**src/rtl/rom_fetch_arbiter_pkg.sv**
```systemverilog
// Shared constants for the ROM fetch arbiter: default geometry, ROM read latency,
// and the index-width helper used to size requester tags.
package rom_fetch_arbiter_pkg;

  localparam int unsigned NREQ_DEF   = 4;
  localparam int unsigned ADDR_W_DEF = 9;
  localparam int unsigned DATA_W_DEF = 8;
  localparam int unsigned ROM_LAT    = 1;

  // Width of a requester index; never narrower than one bit.
  function automatic int unsigned idx_w(input int unsigned n);
    return (n > 1) ? $clog2(n) : 1;
  endfunction

endpackage

```
**src/rtl/rom_fetch_arbiter_rr_pick.sv**
```systemverilog
// Combinational round-robin pick: first eligible requester after the last winner,
// wrapping modulo NREQ.
module rr_pick
  import rom_fetch_arbiter_pkg::*;
#(
  parameter  int unsigned NREQ  = NREQ_DEF,
  localparam int unsigned IDX_W = idx_w(NREQ)
) (
  input  logic [NREQ-1:0]  elig_i,
  input  logic [IDX_W-1:0] last_i,
  output logic             vld_c,
  output logic [IDX_W-1:0] idx_c
);

  int unsigned cand;

  always_comb begin
    vld_c = 1'b0;
    idx_c = '0;
    cand  = 0;
    for (int unsigned k = 1; k <= NREQ; k++) begin
      cand = (32'(last_i) + k) % NREQ;
      if (!vld_c && elig_i[cand[IDX_W-1:0]]) begin
        vld_c = 1'b1;
        idx_c = cand[IDX_W-1:0];
      end
    end
  end

endmodule

```
**src/rtl/rom_fetch_arbiter.sv**
```systemverilog
// Shared-ROM fetch arbiter: one registered grant per cycle, read data returned two
// cycles after the grant. Define PF_PRIORITY_EN to give requester 0 priority during active video.
module rom_fetch_arbiter
  import rom_fetch_arbiter_pkg::*;
#(
  parameter int unsigned NREQ   = NREQ_DEF,
  parameter int unsigned ADDR_W = ADDR_W_DEF,
  parameter int unsigned DATA_W = DATA_W_DEF
) (
  input  logic                   clk,
  input  logic                   reset,
  input  logic                   display_on,
  input  logic [NREQ-1:0]        req,
  input  logic [NREQ*ADDR_W-1:0] req_addr,
  output logic [NREQ-1:0]        gnt,
  output logic                   rom_en,
  output logic [ADDR_W-1:0]      rom_addr,
  input  logic [DATA_W-1:0]      rom_data,
  output logic [DATA_W-1:0]      rdata,
  output logic [NREQ-1:0]        rvalid
);

  localparam int unsigned IDX_W = idx_w(NREQ);

  logic [NREQ-1:0]   gnt_q, gnt_d;
  logic              rom_en_q, rom_en_d;
  logic [ADDR_W-1:0] rom_addr_q, rom_addr_d;
  logic [IDX_W-1:0]  s0_idx_q, s0_idx_d;
  logic              s1_vld_q, s1_vld_d;
  logic [IDX_W-1:0]  s1_idx_q, s1_idx_d;
  logic [NREQ-1:0]   rvalid_q, rvalid_d;
  logic [DATA_W-1:0] rdata_q, rdata_d;
  logic [IDX_W-1:0]  ptr_q, ptr_d;

  logic [NREQ-1:0]   elig_c;
  logic              rr_vld_c;
  logic [IDX_W-1:0]  rr_idx_c;
  logic              pf_win_c;
  logic              win_c;
  logic [IDX_W-1:0]  win_idx_c;

  // A requester granted this cycle sits out the next arbitration.
  assign elig_c = req & ~gnt_q;

  rr_pick #(.NREQ(NREQ)) u_pick (
    .elig_i (elig_c),
    .last_i (ptr_q),
    .vld_c  (rr_vld_c),
    .idx_c  (rr_idx_c)
  );

`ifdef PF_PRIORITY_EN
  assign pf_win_c = display_on & elig_c[0];
`else
  logic unused_display;
  assign unused_display = display_on;
  assign pf_win_c       = 1'b0;
`endif

  assign win_c     = pf_win_c | rr_vld_c;
  assign win_idx_c = pf_win_c ? '0 : rr_idx_c;

  // Grant stage, ROM-wait stage and return stage each carry a valid plus index tag.
  always_comb begin
    gnt_d      = '0;
    rom_en_d   = win_c;
    rom_addr_d = rom_addr_q;
    s0_idx_d   = s0_idx_q;
    ptr_d      = ptr_q;
    s1_vld_d   = rom_en_q;
    s1_idx_d   = rom_en_q ? s0_idx_q : s1_idx_q;
    rvalid_d   = '0;
    rdata_d    = rdata_q;
    if (win_c) begin
      gnt_d[win_idx_c] = 1'b1;
      rom_addr_d       = req_addr[32'(win_idx_c)*ADDR_W +: ADDR_W];
      s0_idx_d         = win_idx_c;
      // Priority wins by requester 0 leave the rotation untouched.
      if (!pf_win_c) ptr_d = win_idx_c;
    end
    if (s1_vld_q) begin
      rvalid_d[s1_idx_q] = 1'b1;
      rdata_d            = rom_data;
    end
  end

  always_ff @(posedge clk) begin
    if (reset) begin
      gnt_q      <= '0;
      rom_en_q   <= 1'b0;
      rom_addr_q <= '0;
      s0_idx_q   <= '0;
      s1_vld_q   <= 1'b0;
      s1_idx_q   <= '0;
      rvalid_q   <= '0;
      rdata_q    <= '0;
      ptr_q      <= IDX_W'(NREQ - 1);
    end else begin
      gnt_q      <= gnt_d;
      rom_en_q   <= rom_en_d;
      rom_addr_q <= rom_addr_d;
      s0_idx_q   <= s0_idx_d;
      s1_vld_q   <= s1_vld_d;
      s1_idx_q   <= s1_idx_d;
      rvalid_q   <= rvalid_d;
      rdata_q    <= rdata_d;
      ptr_q      <= ptr_d;
    end
  end

  assign gnt      = gnt_q;
  assign rom_en   = rom_en_q;
  assign rom_addr = rom_addr_q;
  assign rdata    = rdata_q;
  assign rvalid   = rvalid_q;

endmodule

```
**config.mk**
```make
export PLATFORM = sky130hd
export DESIGN_NAME = rom_fetch_arbiter
export DESIGN_NICKNAME = d
export VERILOG_FILES = /design/src/rtl/rom_fetch_arbiter_pkg.sv /design/src/rtl/rom_fetch_arbiter_rr_pick.sv /design/src/rtl/rom_fetch_arbiter.sv
export SDC_FILE = /design/constraint.sdc
export NUM_CORES = 1
export LEC_CHECK = 0
export CAP_MARGIN = 20
export CELL_PAD_IN_SITES_DETAIL_PLACEMENT = 1
export CELL_PAD_IN_SITES_GLOBAL_PLACEMENT = 1
export CORE_UTILIZATION = 29
export DETAILED_ROUTE_END_ITERATION = 10
export HOLD_SLACK_MARGIN = 0.08
export PLACE_DENSITY = 0.76
export SKIP_CTS_REPAIR_TIMING = 1
export SYNTH_ARGS = -nofsm -noshare
export SYNTH_HDL_FRONTEND = slang
export SYNTH_HIERARCHICAL = 1
export SYNTH_SLANG_ARGS = --single-unit
```
**constraint.sdc**
```tcl
create_clock -name clk -period 2.5 [get_ports clk]
set_input_delay 0.5 -clock clk [delete_from_list [all_inputs] [get_ports clk]]
set_output_delay 0.5 -clock clk [all_outputs]
set_load 0.005 [all_outputs]
```
==> impl.org, run 1 <==
** Power
- Power density over cell area :: about 690 nW/µm²
- IR Drop Worst-Case VDD :: between 0.0003 and 0.0004 V
- Summed over all cells, the static leakage comes to between 1 and 1.5 nW.
- Total Power :: 1.74 mW

** Critical path
- Highest fanout seen on the critical path :: 18
- Delay of the slowest critical-path stage :: ~450 ps
- The critical path in this run is classified as in2reg.
- Worst Path Arrival :: 2430 ps
- Source of the worst register-to-register timing path :: gnt[2]
- Sum of buffers and inverters on the critical path :: 2
- The critical path runs through a total of 9 cells.
- Worst reg-to-reg setup slack :: 650 ps
- Among all stages on the critical path, the largest delay is contributed by sky130_fd_sc_hd__clkdlybuf4s50_1.
- Termination of the worst setup path :: rom_addr[5]
- Number of cell instances on the worst register-to-register path :: 8
- Worst path required time :: about 2700 ps
- Startpoint Class :: input port
- STA classifies the critical path endpoint as a register.
- Traced cell by cell, the critical path runs through clkdlybuf4s50_1 > nor2b_1 > and2b_1 > a21oi_2 > o221ai_2 > buf_12 > mux2i_1 > a221o_1 > nor3_2.
- The worst register-to-register path ends at rom_addr[5].
- Launch point of the worst path :: req[2]
- Crit-path leading delay family :: compound AO/OA/AOI/OAI gates

** Detailed routing
- The highest layer touched by signal routing is met4.
- After detailed routing, the met3 layer carries roughly 160 µm of wire.
- Summed over all layers, the routed wires come to 4180 µm.
- Across all layers, the routed design uses between 1,000 and 1,500 vias.
- Wirelength per Cell :: about 13 µm
- In the final routing, the length of wire on met1 measures between 1500 and 2000 µm.
- In this run the remaining antenna-violating nets after routing total 0.
- The first detailed-routing pass ran for 6 iterations.
- Dividing the detail-routed via count by the number of cells gives about 4.6.
- Initial DRC count :: 22
- Post-route DRC :: 0
- Met2 wirelength from detailed routing :: around 2200 µm

** Floorplanning
- The die covers around 5600 µm².
- Effective utilization at floorplan :: 0.302
- Die height :: 74.9 µm
- The initialized floorplan defines 26 standard-cell rows.
- From left edge to right edge, the die measures 74.9 µm.
- Standard cell core area :: between 5000 and 6000 µm²
- Number of ports placed on the die boundary :: 77

** Placed design
- Placed wire-length estimate after detailed placement :: about 3300 µm
- Gp weighted congestion :: around 0.74
- Input and output buffers added on the ports amount to 75.
- Worst Setup Slack post-DPL :: -146 ps

** CTS
- Register clock-pin slew on the reported worst setup and hold paths :: ~70 ps
- The H-tree was split into 2 levels.
- For this design, the sink count on the clock tree is 33.
- Number of buffers on the longest clock path :: 2
- TritonCTS built the clock tree.
- Clock latency at the later pin of the worst-skew pair :: approximately 280 ps
- The number of clock buffers added by TritonCTS is 5.
- Root buffer cell :: sky130_fd_sc_hd__clkbuf_8

** Layout
- Commonest cells after routing, fill and taps aside :: sky130_fd_sc_hd__clkdlybuf4s50_1, sky130_fd_sc_hd__nor2_1, sky130_fd_sc_hd__dfxtp_1, sky130_fd_sc_hd__mux2i_1, sky130_fd_sc_hd__nor2b_1
- Total number of nets in the final design :: about 300
- Area growth from synthesis to layout :: 63.0%
- Flip-flop and latch area :: ~660 µm²
- 0 antenna diodes ended up in the layout.
- Filler cell count in the final layout :: 580
- Of the cells placed in the final design, the portion with a size suffix greater than 1 is 0.149.
- Combined area of the multi-input logic cells :: roughly 800 µm²
- The library cell used most frequently in the layout, excluding fill and tap cells, is sky130_fd_sc_hd__clkdlybuf4s50_1.
- Post-route core utilization :: 0.492

** Synthesis
- Summing every instance area after synthesis gives 1540 µm².
- The share of the Yosys chip area taken by registers is 0.429.
- Distinct cells, synth :: 28
- Gate count after technology mapping :: 159
- Mapped Avg Cell Area :: ~9.7 µm²
- Flip-flop and latch count after synthesis :: 33
- Count of yosys warnings during synthesis :: 6
- Syn Nets :: 210

** Timing
- Setup repair after global routing missed its margin :: no
- Minimum clock period after layout :: 2230 ps
- Max Clock Skew :: about 9.5 ps
- Final worst path period share :: 0.893
- For the pin with the worst max-slew slack, the measured transition is just under 500 ps.
- The worst pin sits at a relative slew slack of 0.676.
- Max Freq :: around 0.45 GHz
- Final hold slack :: approximately 470 ps
- Final count of pins violating max slew :: 0
- # setup viols final :: 0
- Fin worst setup slack :: roughly 270 ps
- Count of endpoints failing hold in the final timing report :: 0

** Global route
- The number of global-route vias before repair was ~1,400.
- Overall overflow remaining after global route :: 0
- For this run, the total global-route usage over all layers was measured as 0.161.
- The number of antenna violations at the first check in global routing is 0.
- Entering global routing, the biggest net connects 19 pins.
- Global-route wire length before repair :: 6710 µm

** Min path
- In this run the worst hold path is classified as reg2reg.

** Flow run
- Maximum Capacitance Violations :: 0

** Status
- The flow ran to the end, and the final reports show no timing, DRC or antenna violations.
[final cells by class]
| type | instances | area share |
|---|---|---|
| repair buffers | 85 | 0.334 |
| multi-input cells | 114 | 0.319 |
| flip-flops and latches | 33 | 0.263 |
| well taps | 70 | 0.0349 |
| clock buffers | 7 | 0.0344 |
| clock inverters | 1 | 0.0120 |
| inverters | 2 | 0.00299 |
[cells in the mapped netlist]
cell                       number  area share
sky130_fd_sc_hd__and2_1         2      0.0081
sky130_fd_sc_hd__and2b_1        1      0.0049
sky130_fd_sc_hd__buf_6          2       0.015
sky130_fd_sc_hd__inv_2          1      0.0024
sky130_fd_sc_hd__a21oi_2        1      0.0057
sky130_fd_sc_hd__nor3b_1        1      0.0049
sky130_fd_sc_hd__dfxtp_1       33        0.43
sky130_fd_sc_hd__buf_12         1       0.013
sky130_fd_sc_hd__nand2_1        3      0.0073
sky130_fd_sc_hd__and3_1         2      0.0081
sky130_fd_sc_hd__mux2i_1       20        0.13
sky130_fd_sc_hd__clkbuf_1       2      0.0049
sky130_fd_sc_hd__a221o_1        9       0.058
sky130_fd_sc_hd__nor2b_1       11       0.045
sky130_fd_sc_hd__and3b_1        2       0.011
sky130_fd_sc_hd__a21oi_1        4       0.013
sky130_fd_sc_hd__inv_1          1      0.0024
sky130_fd_sc_hd__nor4_1         1      0.0041
sky130_fd_sc_hd__nor3_2         9       0.058
sky130_fd_sc_hd__a211o_1        2       0.011
sky130_fd_sc_hd__nor2b_2        6       0.034
sky130_fd_sc_hd__nand3b_1       1      0.0049
sky130_fd_sc_hd__a31oi_1        1      0.0041
sky130_fd_sc_hd__buf_1          1      0.0024
sky130_fd_sc_hd__nand2b_1       3       0.012
sky130_fd_sc_hd__o221ai_2       1      0.0097
sky130_fd_sc_hd__buf_2          4       0.013
sky130_fd_sc_hd__nor2_1        34       0.083
[worst reg2reg max path: cells and delay by family (launching register included)]
| family | cells | cell delay (ps) |
|---|---|---|
| flip-flops | 1 | 310 |
| AND/OR/NAND/NOR | 3 | 520 |
| buffers and inverters | 1 | 180 |
| multiplexers | 1 | 130 |
| AO/OA/AOI/OAI | 3 | 640 |
[routing by layer]
layer,track usage,vias to the layer above
met4,0.0692,0
met3,0.0348,5
met5,0,-
met1,0.179,671
met2,0.295,39
li1,-,708
[registers in the layout, summed over array words and instances (netlist names)]
name / flops
rom_en: 1
s1_vld_q: 1
s0_idx_q: 2
ptr_q: 2
rdata: 8
rvalid: 4
gnt: 4
rom_addr: 9
s1_idx_q: 2
[kinds of logic (layout without fill, tap and decap cells)]
family,Yosys count,after routing,share of synthesized area
AND/OR/NAND/NOR,76,76,0.286
AO/OA/AOI/OAI,18,18,0.102
multiplexers,20,20,0.130
flip-flops,33,33,0.429
buffers and inverters,12,95,0.0528
[stage by stage]
step | std cells | setup TNS, ps | area, µm²
2_1_floorplan | 159 | 0 | 1540
3_3_place_gp | 304 | -701 | 2390
3_5_place_dp | 304 | -1230 | 2390
4_1_cts | 312 | 0 | 2510
5_1_grt | 312 | 0 | 2510
6_report | 312 | 0 | 2510
[how the worst min path moves through the flow]
stage,from,endpoint,slack (ps),cells after the start
4_1_cts,s1_idx_q[1],rvalid[1],480,1
2_1_floorplan,s1_idx_q[1],rvalid[1],430,1
5_1_grt,s1_idx_q[1],rvalid[1],510,1
6_report,s1_idx_q[1],rvalid[1],470,1
3_5_place_dp,s1_idx_q[1],rvalid[1],460,1
3_3_place_gp,s1_idx_q[1],rvalid[1],460,1
[where the power goes]
| group | switching, mW | internal (mW) |
|---|---|---|
| Combinational | 0.238 | 0.350 |
| Sequential | 0.0470 | 0.594 |
| Clock | 0.183 | 0.325 |
| Total | 0.468 | 1.27 |
Note: power is estimated with default switching activity, not from simulation.
==> run 2: changes to the inputs <==
--- a/config.mk
+++ b/config.mk
@@ -11,7 +11,7 @@
 export CORE_UTILIZATION = 29
 export DETAILED_ROUTE_END_ITERATION = 10
 export HOLD_SLACK_MARGIN = 0.08
-export PLACE_DENSITY = 0.76
+export PLACE_DENSITY_LB_ADDON = 0.12
 export SKIP_CTS_REPAIR_TIMING = 1
 export SYNTH_ARGS = -nofsm -noshare
 export SYNTH_HDL_FRONTEND = slang
==> impl.org, run 2 (same netlist as run 1, synthesis figures left out) <==
** CTS
- Clock latency on the worst-skew pair, taken at its later pin, is about 280 ps.
- Number of buffers created by CTS :: 5
- Root buffer cell :: sky130_fd_sc_hd__clkbuf_8
- TritonCTS built the clock tree.
- Number of buffers on the longest clock path :: 2
- After clock tree synthesis, the clock-pin slew on the worst setup and hold paths is 80 ps.
- The clock net in this run drives a total of 33 sinks.
- The H-tree was split into 2 levels.

** Critical path
- In this run the critical register-to-register path is launched from gnt[3].
- Category of the critical setup timing path :: in2reg
- Cell with the biggest individual delay on the critical path :: sky130_fd_sc_hd__clkdlybuf4s50_1
- The worst setup path is captured at a register.
- Together, buffers and inverters on the worst path number 2.
- The critical path goes through clkdlybuf4s50_1 > nor2b_1 > and2b_1 > a21oi_2 > o221ai_2 > buf_4 > mux2i_1 > a221o_1 > nor3_2.
- Highest fanout seen on the critical path :: 12
- In this design, the stage delay of the slowest critical-path cell is 460 ps.
- Startpoint Class :: input port
- Launch point of the worst path :: req[2]
- Worst path required time :: ~2700 ps
- Crit-path leading delay family :: buffers and inverters
- Worst Path Arrival :: 2550 ps

** Floorplanning
- Die height :: about 75 µm
- Standard cell core area :: about 5100 µm²
- Number of ports placed on the die boundary :: 77
- Number of standard-cell rows in the floorplan :: 26
- Die area :: between 5000 and 6000 µm²
- From left edge to right edge, the die measures 74.9 µm.
- Effective utilization at floorplan :: 0.302

** Global route
- Number of global-route vias before repair :: between 1,500 and 2,000
- Global-route wire length before repair :: between 6000 and 7000 µm
- In the global route stage, met2 resource usage came out at 0.299.
- Layer with the highest usage after global routing :: met2
- The number of antenna violations at the first check in global routing was 0.
- Met3 Usage GRT :: 0.0442
- Entering global routing, the biggest net connects 13 pins.
- Overall Global Routing Usage :: 0.168
- Met1 usage in global routing :: 0.193
- After global routing the overflow that remains totals 0.

** Layout
- The register with the most flip-flops in the layout has 9 of them.
- Layout cells sized above 1 :: 0.153
- Commonest cells after routing, fill and taps aside :: sky130_fd_sc_hd__clkdlybuf4s50_1, sky130_fd_sc_hd__nor2_1, sky130_fd_sc_hd__dfxtp_1, sky130_fd_sc_hd__mux2i_1, sky130_fd_sc_hd__nor2b_1
- Post-route core utilization :: 0.486
- Filler cell count in the final layout :: around 590
- After routing the design area is 2480 µm².
- Filler-free cell count of the finished design :: 312
- Area growth from synthesis to layout :: 61.1%
- The library cell used most frequently in the layout, excluding fill and tap cells, is sky130_fd_sc_hd__clkdlybuf4s50_1.
- The number of antenna diodes in the final layout is 0.
- Total number of nets in the final design :: between 200 and 300

** Min path
- The startpoint identified for the worst hold timing path is s1_idx_q[0].
- Tightest Hold Check Type :: reg2reg

** Power
- Power density over cell area :: about 660 nW/µm²
- IR Drop Worst-Case VDD :: between 0.0003 and 0.0004 V
- For this design the static power due to leakage is around 1.0 nW.
- Total Power :: around 1.6 mW

** Placed design
- After detailed placement, the total cell area comes to between 2000 and 2500 µm².
- The number of placed instances, taps included, is approximately 300.
- Routability-driven placement finished with a final weighted congestion of approximately 0.73.
- Before CTS, the worst setup slack after placement is -147 ps.
- Placed wire-length estimate after detailed placement :: approximately 3500 µm
- Port Buffers :: 75

** Timing
- On the final layout, the worst hold slack is ~480 ps.
- The count of endpoints failing hold in the final timing report is 0.
- After layout, the minimum clock period comes to between 2000 and 2500 ps.
- Max Freq :: around 0.43 GHz
- Max Clock Skew :: 7.41 ps
- Setup TNS after final layout :: 0 ps
- Transition time at the pin with the least slew margin :: 477 ps
- In the finished design, the share of the clock period the worst path needs comes to 0.932.
- The number of max-slew violations in the final report is 0.
- Setup slack closes at about 170 ps.
- # setup viols final :: 0
- Relative max-transition margin :: 0.682

** Status
- Run status :: completed

** Detailed routing
- The detailed router placed between 1,000 and 1,500 vias in this run.
- Wirelength per Cell :: ~14 µm
- The first detailed-routing pass took 4 iterations.
- Using the TritonRoute via totals, the vias-per-cell ratio works out to ~4.7.
- In the routed design, unresolved DRC markers number 0.
- After the first detailed-routing iteration, the DRC count stood at 50.
- Summed over all layers, the routed wires come to ~4400 µm.
- The detail route stage leaves a number of antenna-violating nets equal to 0.

** Flow run
- Across the run, the number of max-cap violations was 0.
==> run 2: cell count changes in the layout (fill, tap and decap cells not counted) <==
| cell | delta |
|---|---|
| sky130_fd_sc_hd__clkbuf_8 | -1 |
| sky130_fd_sc_hd__clkinvlp_4 | +1 |
| sky130_fd_sc_hd__bufinv_16 | -1 |
| sky130_fd_sc_hd__clkbuf_1 | -1 |
| sky130_fd_sc_hd__clkinv_2 | +2 |
==> run 2: path summary, 6_finish.rpt <==
path         slack (ps)     endpoint  cells past startpoint
max                 170  rom_addr[6]                      9
min                 480    rvalid[1]                      2
max reg2reg         550  rom_addr[7]                      7
min reg2reg         480    rvalid[1]                      2
==> run 2: power by group <==
group / switching (mW) / total (mW) / internal [mW] / leakage (nW)
logic: 0.241 / 0.590 / 0.350 / 0.682
clock network: 0.205 / 0.398 / 0.192 / 0.0439
registers: 0.0506 / 0.645 / 0.594 / 0.272
==> run 2: final cells by class <==
class | instances | area [µm²] | area share
Inverter | 2 | 7.51 | 0.00303
Clock buffer | 5 | 68.8 | 0.0277
Clock inverter | 3 | 17.5 | 0.00706
Multi-Input combinational cell | 114 | 801 | 0.323
Sequential cell | 33 | 661 | 0.266
Tap cell | 70 | 87.6 | 0.0353
Timing Repair Buffer | 85 | 838 | 0.338
==> run 2: metal layers <==
layer,wire length (µm),vias up,share of wire
li1,-,709,-
met1,1860,691,0.42
met2,2290,49,0.52
met3,219,8,0.049
met4,70,0,0.016
met5,0,-,0
==> run 2: worst register-to-register path, stage by stage (launching register included) <==
cell and delay [ps]:
sky130_fd_sc_hd__dfxtp_1 320, sky130_fd_sc_hd__nor2b_1 230, sky130_fd_sc_hd__buf_4 160, sky130_fd_sc_hd__a31oi_1 80, sky130_fd_sc_hd__a21oi_1 300, sky130_fd_sc_hd__and2_1 460, sky130_fd_sc_hd__a221o_1 260, sky130_fd_sc_hd__nor3_2 40
